## config.mk

```make
export PLATFORM = sky130hd
export DESIGN_NAME = im_ctrl_flat
export DESIGN_NICKNAME = d
export VERILOG_FILES = /design/src/rtl/im_ctrl_pkg.sv /design/src/rtl/im_ctrl_if.sv /design/src/rtl/im_wr_seq.sv /design/src/rtl/im_ctrl.sv /design/src/flat_wrapper.sv
export SDC_FILE = /design/constraint.sdc
export NUM_CORES = 1
export LEC_CHECK = 0
export CAP_MARGIN = 20
export CORE_MARGIN = 2
export CORE_UTILIZATION = 29
export DETAILED_ROUTE_END_ITERATION = 6
export GPL_TIMING_DRIVEN = 0
export PLACE_DENSITY = 0.83
export SLEW_MARGIN = 30
export SYNTH_ARGS = -nofsm -noshare
export SYNTH_HDL_FRONTEND = slang
export SYNTH_SLANG_ARGS = --single-unit
```

## constraint.sdc

```tcl
create_clock -name clk -period 1.9 [get_ports clk]
set_input_delay 0.285 -clock clk [delete_from_list [all_inputs] [get_ports clk]]
set_output_delay 0.285 -clock clk [all_outputs]
set_load 0.005 [all_outputs]
```

## src/rtl/im_ctrl_pkg.sv

```systemverilog
// Shared constants and state encoding for the instruction-memory controller.
package im_ctrl_pkg;

    localparam int unsigned IM_AW    = 6;
    localparam int unsigned IM_DW    = 32;
    localparam int unsigned IM_DEPTH = 64;

    typedef enum logic [1:0] {
        CLEAR = 2'd0,
        LOAD  = 2'd1,
        RUN   = 2'd2
    } im_state_e;

endpackage

```

## src/rtl/im_ctrl_if.sv

```systemverilog
// Host-loader stream, CPU fetch port and instruction-memory port of im_ctrl.
interface im_ctrl_if
    import im_ctrl_pkg::*;
#(
    parameter int unsigned AW = IM_AW,
    parameter int unsigned DW = IM_DW
) ();

    logic          ld_start;
    logic          ld_valid;
    logic [DW-1:0] ld_data;
    logic          ld_last;
    logic          ld_ready;
    logic [AW-1:0] cpu_addr;
    logic [DW-1:0] cpu_data;
    logic          cpu_stall;
    logic          fetch_oob;
    logic [AW:0]   prog_len;
    logic [AW-1:0] mem_addr;
    logic          mem_we;
    logic [DW-1:0] mem_wdata;
    logic [DW-1:0] mem_rdata;

    modport slave (
        input  ld_start, ld_valid, ld_data, ld_last, cpu_addr, mem_rdata,
        output ld_ready, cpu_data, cpu_stall, fetch_oob, prog_len,
               mem_addr, mem_we, mem_wdata
    );

    modport master (
        output ld_start, ld_valid, ld_data, ld_last, cpu_addr, mem_rdata,
        input  ld_ready, cpu_data, cpu_stall, fetch_oob, prog_len,
               mem_addr, mem_we, mem_wdata
    );

endinterface

```

## src/rtl/im_wr_seq.sv

```systemverilog
// Write pointer shared by the zero-fill and program-load phases.
module im_wr_seq
    import im_ctrl_pkg::*;
#(
    parameter int unsigned AW    = IM_AW,
    parameter int unsigned DEPTH = IM_DEPTH
) (
    input  logic          clk,
    input  logic          rst_n,
    input  logic          inc_i,
    input  logic          clr_i,
    output logic [AW-1:0] ptr_o,
    output logic          wrap_o
);

    logic [AW-1:0] ptr_q, ptr_d;
    logic          wrap_q, wrap_d;

    // Clear wins over increment; increment wraps modulo DEPTH.
    always_comb begin
        ptr_d = ptr_q;
        if (clr_i) begin
            ptr_d = '0;
        end else if (inc_i) begin
            ptr_d = ptr_q + AW'(1);
        end
        wrap_d = (ptr_d == AW'(DEPTH - 1));
    end

    always_ff @(posedge clk or negedge rst_n) begin
        if (!rst_n) begin
            ptr_q  <= '0;
            wrap_q <= 1'b0;
        end else begin
            ptr_q  <= ptr_d;
            wrap_q <= wrap_d;
        end
    end

    assign ptr_o  = ptr_q;
    assign wrap_o = wrap_q;

endmodule

```

## src/rtl/im_ctrl.sv

```systemverilog
// Instruction-memory sequencer: zero-fill, host program load, then CPU fetch.
module im_ctrl
    import im_ctrl_pkg::*;
#(
    parameter int unsigned AW    = IM_AW,
    parameter int unsigned DW    = IM_DW,
    parameter int unsigned DEPTH = IM_DEPTH
) (
    input  logic       clk,
    input  logic       rst_n,
    im_ctrl_if.slave   im_bus
);

    localparam int unsigned LW = AW + 1;

    im_state_e     state_q, state_d;
    logic [LW-1:0] prog_len_q, prog_len_d;
    logic          oob_q, oob_d;

    logic [AW-1:0] ptr;
    logic          wrap;
    logic          inc_c, clr_c;

    logic          ld_ready_c;
    logic          mem_we_c;
    logic [AW-1:0] mem_addr_c;
    logic [DW-1:0] mem_wdata_c;
    logic          cpu_stall_c;
    logic [DW-1:0] cpu_data_c;

    im_wr_seq #(
        .AW    (AW),
        .DEPTH (DEPTH)
    ) u_wr_seq (
        .clk    (clk),
        .rst_n  (rst_n),
        .inc_i  (inc_c),
        .clr_i  (clr_c),
        .ptr_o  (ptr),
        .wrap_o (wrap)
    );

    always_ff @(posedge clk or negedge rst_n) begin
        if (!rst_n) begin
            state_q    <= CLEAR;
            prog_len_q <= '0;
            oob_q      <= 1'b0;
        end else begin
            state_q    <= state_d;
            prog_len_q <= prog_len_d;
            oob_q      <= oob_d;
        end
    end

    // Next-state, pointer control and memory/CPU port muxing.
    always_comb begin
        state_d     = state_q;
        prog_len_d  = prog_len_q;
        oob_d       = oob_q;
        inc_c       = 1'b0;
        clr_c       = 1'b0;
        ld_ready_c  = 1'b0;
        mem_we_c    = 1'b0;
        mem_addr_c  = ptr;
        mem_wdata_c = '0;
        cpu_stall_c = 1'b1;
        cpu_data_c  = '0;

        case (state_q)
            CLEAR: begin
                mem_we_c = 1'b1;
                inc_c    = 1'b1;
                if (wrap) begin
                    state_d = LOAD;
                end
            end
            LOAD: begin
                ld_ready_c = 1'b1;
                if (im_bus.ld_valid) begin
                    mem_we_c    = 1'b1;
                    mem_wdata_c = im_bus.ld_data;
                    inc_c       = 1'b1;
                    prog_len_d  = LW'(ptr) + LW'(1);
                    if (im_bus.ld_last || wrap) begin
                        clr_c   = 1'b1;
                        state_d = RUN;
                    end
                end
            end
            RUN: begin
                mem_addr_c  = im_bus.cpu_addr;
                cpu_stall_c = 1'b0;
                cpu_data_c  = im_bus.mem_rdata;
                if (LW'(im_bus.cpu_addr) >= prog_len_q) begin
                    oob_d = 1'b1;
                end
                if (im_bus.ld_start) begin
                    state_d    = CLEAR;
                    prog_len_d = '0;
                    oob_d      = 1'b0;
                end
            end
            default: begin
                state_d = CLEAR;
            end
        endcase
    end

    // Reset sits in CLEAR, so the write strobe is gated to stay quiet while rst_n is low.
    assign im_bus.mem_we    = mem_we_c & rst_n;
    assign im_bus.mem_addr  = mem_addr_c;
    assign im_bus.mem_wdata = mem_wdata_c;
    assign im_bus.ld_ready  = ld_ready_c;
    assign im_bus.cpu_stall = cpu_stall_c;
    assign im_bus.cpu_data  = cpu_data_c;
    assign im_bus.prog_len  = prog_len_q;
    assign im_bus.fetch_oob = oob_q;

endmodule

```

## src/flat_wrapper.sv

```systemverilog
// flat-port wrapper written by rule: the top's interface ports become plain ports
module im_ctrl_flat import im_ctrl_pkg::*;
#(
    parameter int unsigned AW    = IM_AW,
    parameter int unsigned DW    = IM_DW,
    parameter int unsigned DEPTH = IM_DEPTH
)
  (clk, rst_n, im_bus_ld_start, im_bus_ld_valid, im_bus_ld_data, im_bus_ld_last, im_bus_cpu_addr, im_bus_mem_rdata, im_bus_ld_ready, im_bus_cpu_data, im_bus_cpu_stall, im_bus_fetch_oob, im_bus_prog_len, im_bus_mem_addr, im_bus_mem_we, im_bus_mem_wdata);
  im_ctrl_if #(.AW(AW), .DW(DW)) im_bus_i ();
  input  logic clk;
  input  logic rst_n;
  input wire logic [$bits(im_bus_i.ld_start)-1:0] im_bus_ld_start;
  input wire logic [$bits(im_bus_i.ld_valid)-1:0] im_bus_ld_valid;
  input wire logic [$bits(im_bus_i.ld_data)-1:0] im_bus_ld_data;
  input wire logic [$bits(im_bus_i.ld_last)-1:0] im_bus_ld_last;
  input wire logic [$bits(im_bus_i.cpu_addr)-1:0] im_bus_cpu_addr;
  input wire logic [$bits(im_bus_i.mem_rdata)-1:0] im_bus_mem_rdata;
  output wire logic [$bits(im_bus_i.ld_ready)-1:0] im_bus_ld_ready;
  output wire logic [$bits(im_bus_i.cpu_data)-1:0] im_bus_cpu_data;
  output wire logic [$bits(im_bus_i.cpu_stall)-1:0] im_bus_cpu_stall;
  output wire logic [$bits(im_bus_i.fetch_oob)-1:0] im_bus_fetch_oob;
  output wire logic [$bits(im_bus_i.prog_len)-1:0] im_bus_prog_len;
  output wire logic [$bits(im_bus_i.mem_addr)-1:0] im_bus_mem_addr;
  output wire logic [$bits(im_bus_i.mem_we)-1:0] im_bus_mem_we;
  output wire logic [$bits(im_bus_i.mem_wdata)-1:0] im_bus_mem_wdata;
  assign im_bus_i.ld_start = im_bus_ld_start;
  assign im_bus_i.ld_valid = im_bus_ld_valid;
  assign im_bus_i.ld_data = im_bus_ld_data;
  assign im_bus_i.ld_last = im_bus_ld_last;
  assign im_bus_i.cpu_addr = im_bus_cpu_addr;
  assign im_bus_i.mem_rdata = im_bus_mem_rdata;
  assign im_bus_ld_ready = im_bus_i.ld_ready;
  assign im_bus_cpu_data = im_bus_i.cpu_data;
  assign im_bus_cpu_stall = im_bus_i.cpu_stall;
  assign im_bus_fetch_oob = im_bus_i.fetch_oob;
  assign im_bus_prog_len = im_bus_i.prog_len;
  assign im_bus_mem_addr = im_bus_i.mem_addr;
  assign im_bus_mem_we = im_bus_i.mem_we;
  assign im_bus_mem_wdata = im_bus_i.mem_wdata;
  im_ctrl #(.AW(AW), .DW(DW), .DEPTH(DEPTH)) u_core (.clk(clk), .rst_n(rst_n), .im_bus(im_bus_i));
endmodule
```

==> summary.md <==
| Metric | Value |
|---|---|
| Arrival @ worst endpoint | `1650 ps` |
| Switching share of total power | `38.9%` |
| Drt wl/cell | `14.2 um` |
| RePlAce Congestion | `0.810` |
| Class of the most critical setup path | `reg2out` |
| Die area | `5790 um^2` |
| Synth Flop Type | `dfrtp_1` |
| Worst relative slew slack | `70.1%` |
| Clock slew at reported path FFs | `70 ps` |
| Total chip power | `2.93 mW` |
| Cell Area, Synth | `1510 um^2` |
| Setup ws final | `-38.3 ps` |
| Number of buffers added on ports | `154` |
| Total negative slack | `-161 ps` |
| Skew final | `6.47 ps` |
| Power per cell area | `894 nW/um^2` |
| Reg power frac | `22.6%` |
| Outcome | `finished, violations left` |
| Initial Util | `29.7%` |
| # IOs | `156` |
| NetSw | `1.14 mW` |
| Most common cell after layout, fill and taps aside | `clkdlybuf4s50_1` |
| Asr flop ratio synth | `100%` |
| Height of the chip | `76.1 um` |
| Period utilization | `102%` |
| Internal power | `1.79 mW` |
| Clk pwr share | `9.4%` |
| GRT overflow | `0` |
| Cell Count, Final, Fillers Out | `442` |
| Core Area | `5070 um^2` |
| Net Count, Synth | `276` |
| Routed WL | `6270 um` |
| Yosys reg bits | `17` |
| Total CTS buffers | `3` |
| Final critical path time including I/O delays and setup | `1940 ps` |
| Hold Vio Cnt, Final | `0` |
| Critical path required time | `1620 ps` |
| Slowest CP cell | `dfrtp_2` |
| RSZ-0062 raised after global routing | `yes` |
| Final Setup Violations | `5` |
| Sink Count | `17` |
| Global-route usage over all layers | `20.5%` |
| Initial antenna violation count | `0` |
| Die width | `76.1 um` |
| Max incr delay on CP | `400 ps` |
| Mean post-synth cell area | `7.77 um^2` |
| Iteration-0 DRC Markers | `43` |
| Crit path cell chain | `buf_4, nor2b_4, buf_4, clkbuf_8, and3_1, dlygate4sd2_1` |
| Via-to-Cell Ratio | `4.54` |
| Clock latency on the worst-skew pair | `260 ps` |
| Via count | `2008` |
| CTS max path bufs | `2` |
| # DRC | `0` |
| Most frequent cells in the layout | `clkdlybuf4s50_1, dlygate4sd2_1, and2_1` |
| Max Transition Viols Final | `0` |
| First-pass GRT wire length | `9720 um` |
| Netlist cell types | `36` |
| Final ANT Viol Nets | `0` |
| Crit end category | `primary output` |
| Share of layout cells above drive strength 1 | `20.2%` |
| EDFF count, synth | `0` |
| Actual slew at the worst max-slew pin | `448 ps` |
| Top cell by count, worst path | `buf_4` |
| Worst VDD drop | `0.000551 V` |
| Placed Cells | `418` |
| Placement-stage cell area | `3140 um^2` |
| Cell row count | `26` |
| Ant. Diodes | `0` |
| Max-Cap Viols | `0` |
| Cts hold-fix bufs | `0` |
| Final net count | `455` |
| Pre-antenna DRT Iters | `4` |
| Clock Tree Root | `clkbuf_8` |
| Max frequency | `0.516 GHz` |
| Worst-path fanout max | `7` |
| Synth-to-Final Area Change | `118%` |
| Leak | `1.90 nW` |
| Post-Syn Instances | `194` |
| TritonCTS clock tree | `yes` |
| Failing checks | `negative setup slack` |
| Post-DP HPWL | `5050 um` |
| Largest net degree at the start of global routing | `19` |
| Comb pwr share | `68.0%` |
| Hold WC Path Type | `in2async` |
| CTS H-tree depth | `1` |
| CP Launch Type | `flop` |
| Warnings from Yosys | `0` |
| Vias in the first global route | `1949` |
| Post-route cell area | `3280 um^2` |
| Seq/Total Area, Yosys | `28.2%` |
==> worst max-delay path: cells and delay by family (launching register included) <==
family                 cells  cell delay, ps
DFF                        1             400
and+or+nand+nor            2             350
buffers and inverters      4             640
==> final timing paths <==
| check | from | to | slack (ps) | depth (start not counted) |
|---|---|---|---|---|
| worst max-delay path | u_core.state_q[1]$_DFFE_PN0P_ | im_bus_mem_wdata[4] | -40 | 6 |
| worst min register to register | u_core.im_bus.prog_len[6]$_DFFE_PN0P_ | u_core.im_bus.prog_len[6]$_DFFE_PN0P_ | 510 | 2 |
| max in group asynchronous | rst_n | u_core.state_q[0]$_DFFE_PN0P_ | 1510 | 1 |
| worst max register to register | u_core.state_q[1]$_DFFE_PN0P_ | u_core.u_wr_seq.wrap_o$_DFF_PN0_ | 250 | 7 |
| worst min-delay path | rst_n | u_core.im_bus.prog_len[0]$_DFFE_PN0P_ | 60 | 1 |
| min in group clk | im_bus_ld_valid | u_core.state_q[0]$_DFFE_PN0P_ | 400 | 4 |
==> registers in the layout, summed over array words and instances (netlist names) <==
signal,count
u_core.state_q,2
u_core.im_bus.prog_len,7
u_core.im_bus.fetch_oob,1
u_core.u_wr_seq.wrap_o,1
u_core.u_wr_seq.ptr_o,6
==> kinds of logic after synthesis <==
logic type	count (synthesis)	share of synthesized area, %
AND/OR/NAND/NOR	116	44.1
AO/OA/AOI/OAI	24	10.9
buffers and inverters	21	5.73
flip-flops	17	28.2
XOR/XNOR	9	5.23
adder cells (fa/ha/maj)	7	5.81
==> area by class of cell <==
cell class | count | area [um^2]
plain buffers | 12 | 118
clock buffers | 4 | 45.0
fillers | 467 | 1800
inverters | 9 | 38.8
multi-input cells | 156 | 1010
flip-flops and latches | 17 | 428
well taps | 70 | 87.6
repair buffers | 174 | 1550
==> power by group through the flow <==
stage,Combinational (mW),Clock (mW),Sequential [mW]
2_1_floorplan,0.912,0,0.656
3_3_place_gp,1.83,0,0.674
3_5_place_dp,1.87,0,0.682
4_1_cts,1.95,0.281,0.663
5_1_grt,2.19,0.297,0.688
6_report,1.99,0.275,0.662
==> routing by layer <==
metal	wire, um	up-vias	global-route usage, %
met3	377	13	3.08
met5	0	-	0
met2	3280	81	40.4
met1	2450	912	21.4
li1	-	1002	-
met4	168	0	8.73
==> synthesized netlist by cell type (all sizes together) (2+ instances only) <==
| library cell | number | share of area (%) |
|---|---|---|
| and2 | 34 | 14 |
| and3 | 33 | 14 |
| nand2 | 28 | 7.0 |
| dfrtp | 17 | 28 |
| nor2 | 12 | 3.7 |
| clkbuf | 9 | 2.3 |
| inv | 9 | 2.2 |
| ha | 7 | 5.8 |
| o21ai | 7 | 2.3 |
| a21oi | 6 | 3.0 |
| xor2 | 5 | 2.9 |
| xnor2 | 4 | 2.3 |
| buf | 3 | 1.2 |
| nand3 | 3 | 1.3 |
| a21o | 2 | 1.0 |
| a22o | 2 | 1.2 |
| nor2b | 2 | 1.3 |
| nor4b | 2 | 2.0 |
| o22ai | 2 | 0.83 |
==> repair_timing <==
item / in CTS / in global routing
cloned: 1 / 0
setup endpoints to repair: 73 / 29
buffers inserted: 11 / 8
gates resized for setup: 100 / 61
pin swaps: 0 / 0
==> stage by stage <==
stage	hold WS (ps)	util (%)	setup WS [ps]
after floorplan	-10.6	-	429
after global placement	491	61.8	-440
after detailed placement	502	61.8	-434
after CTS	66.2	64.4	-163
after global routing	83.1	64.6	-114
final	55.3	64.6	-38.3
No activity file was read; power rests on OpenSTA's default activity.
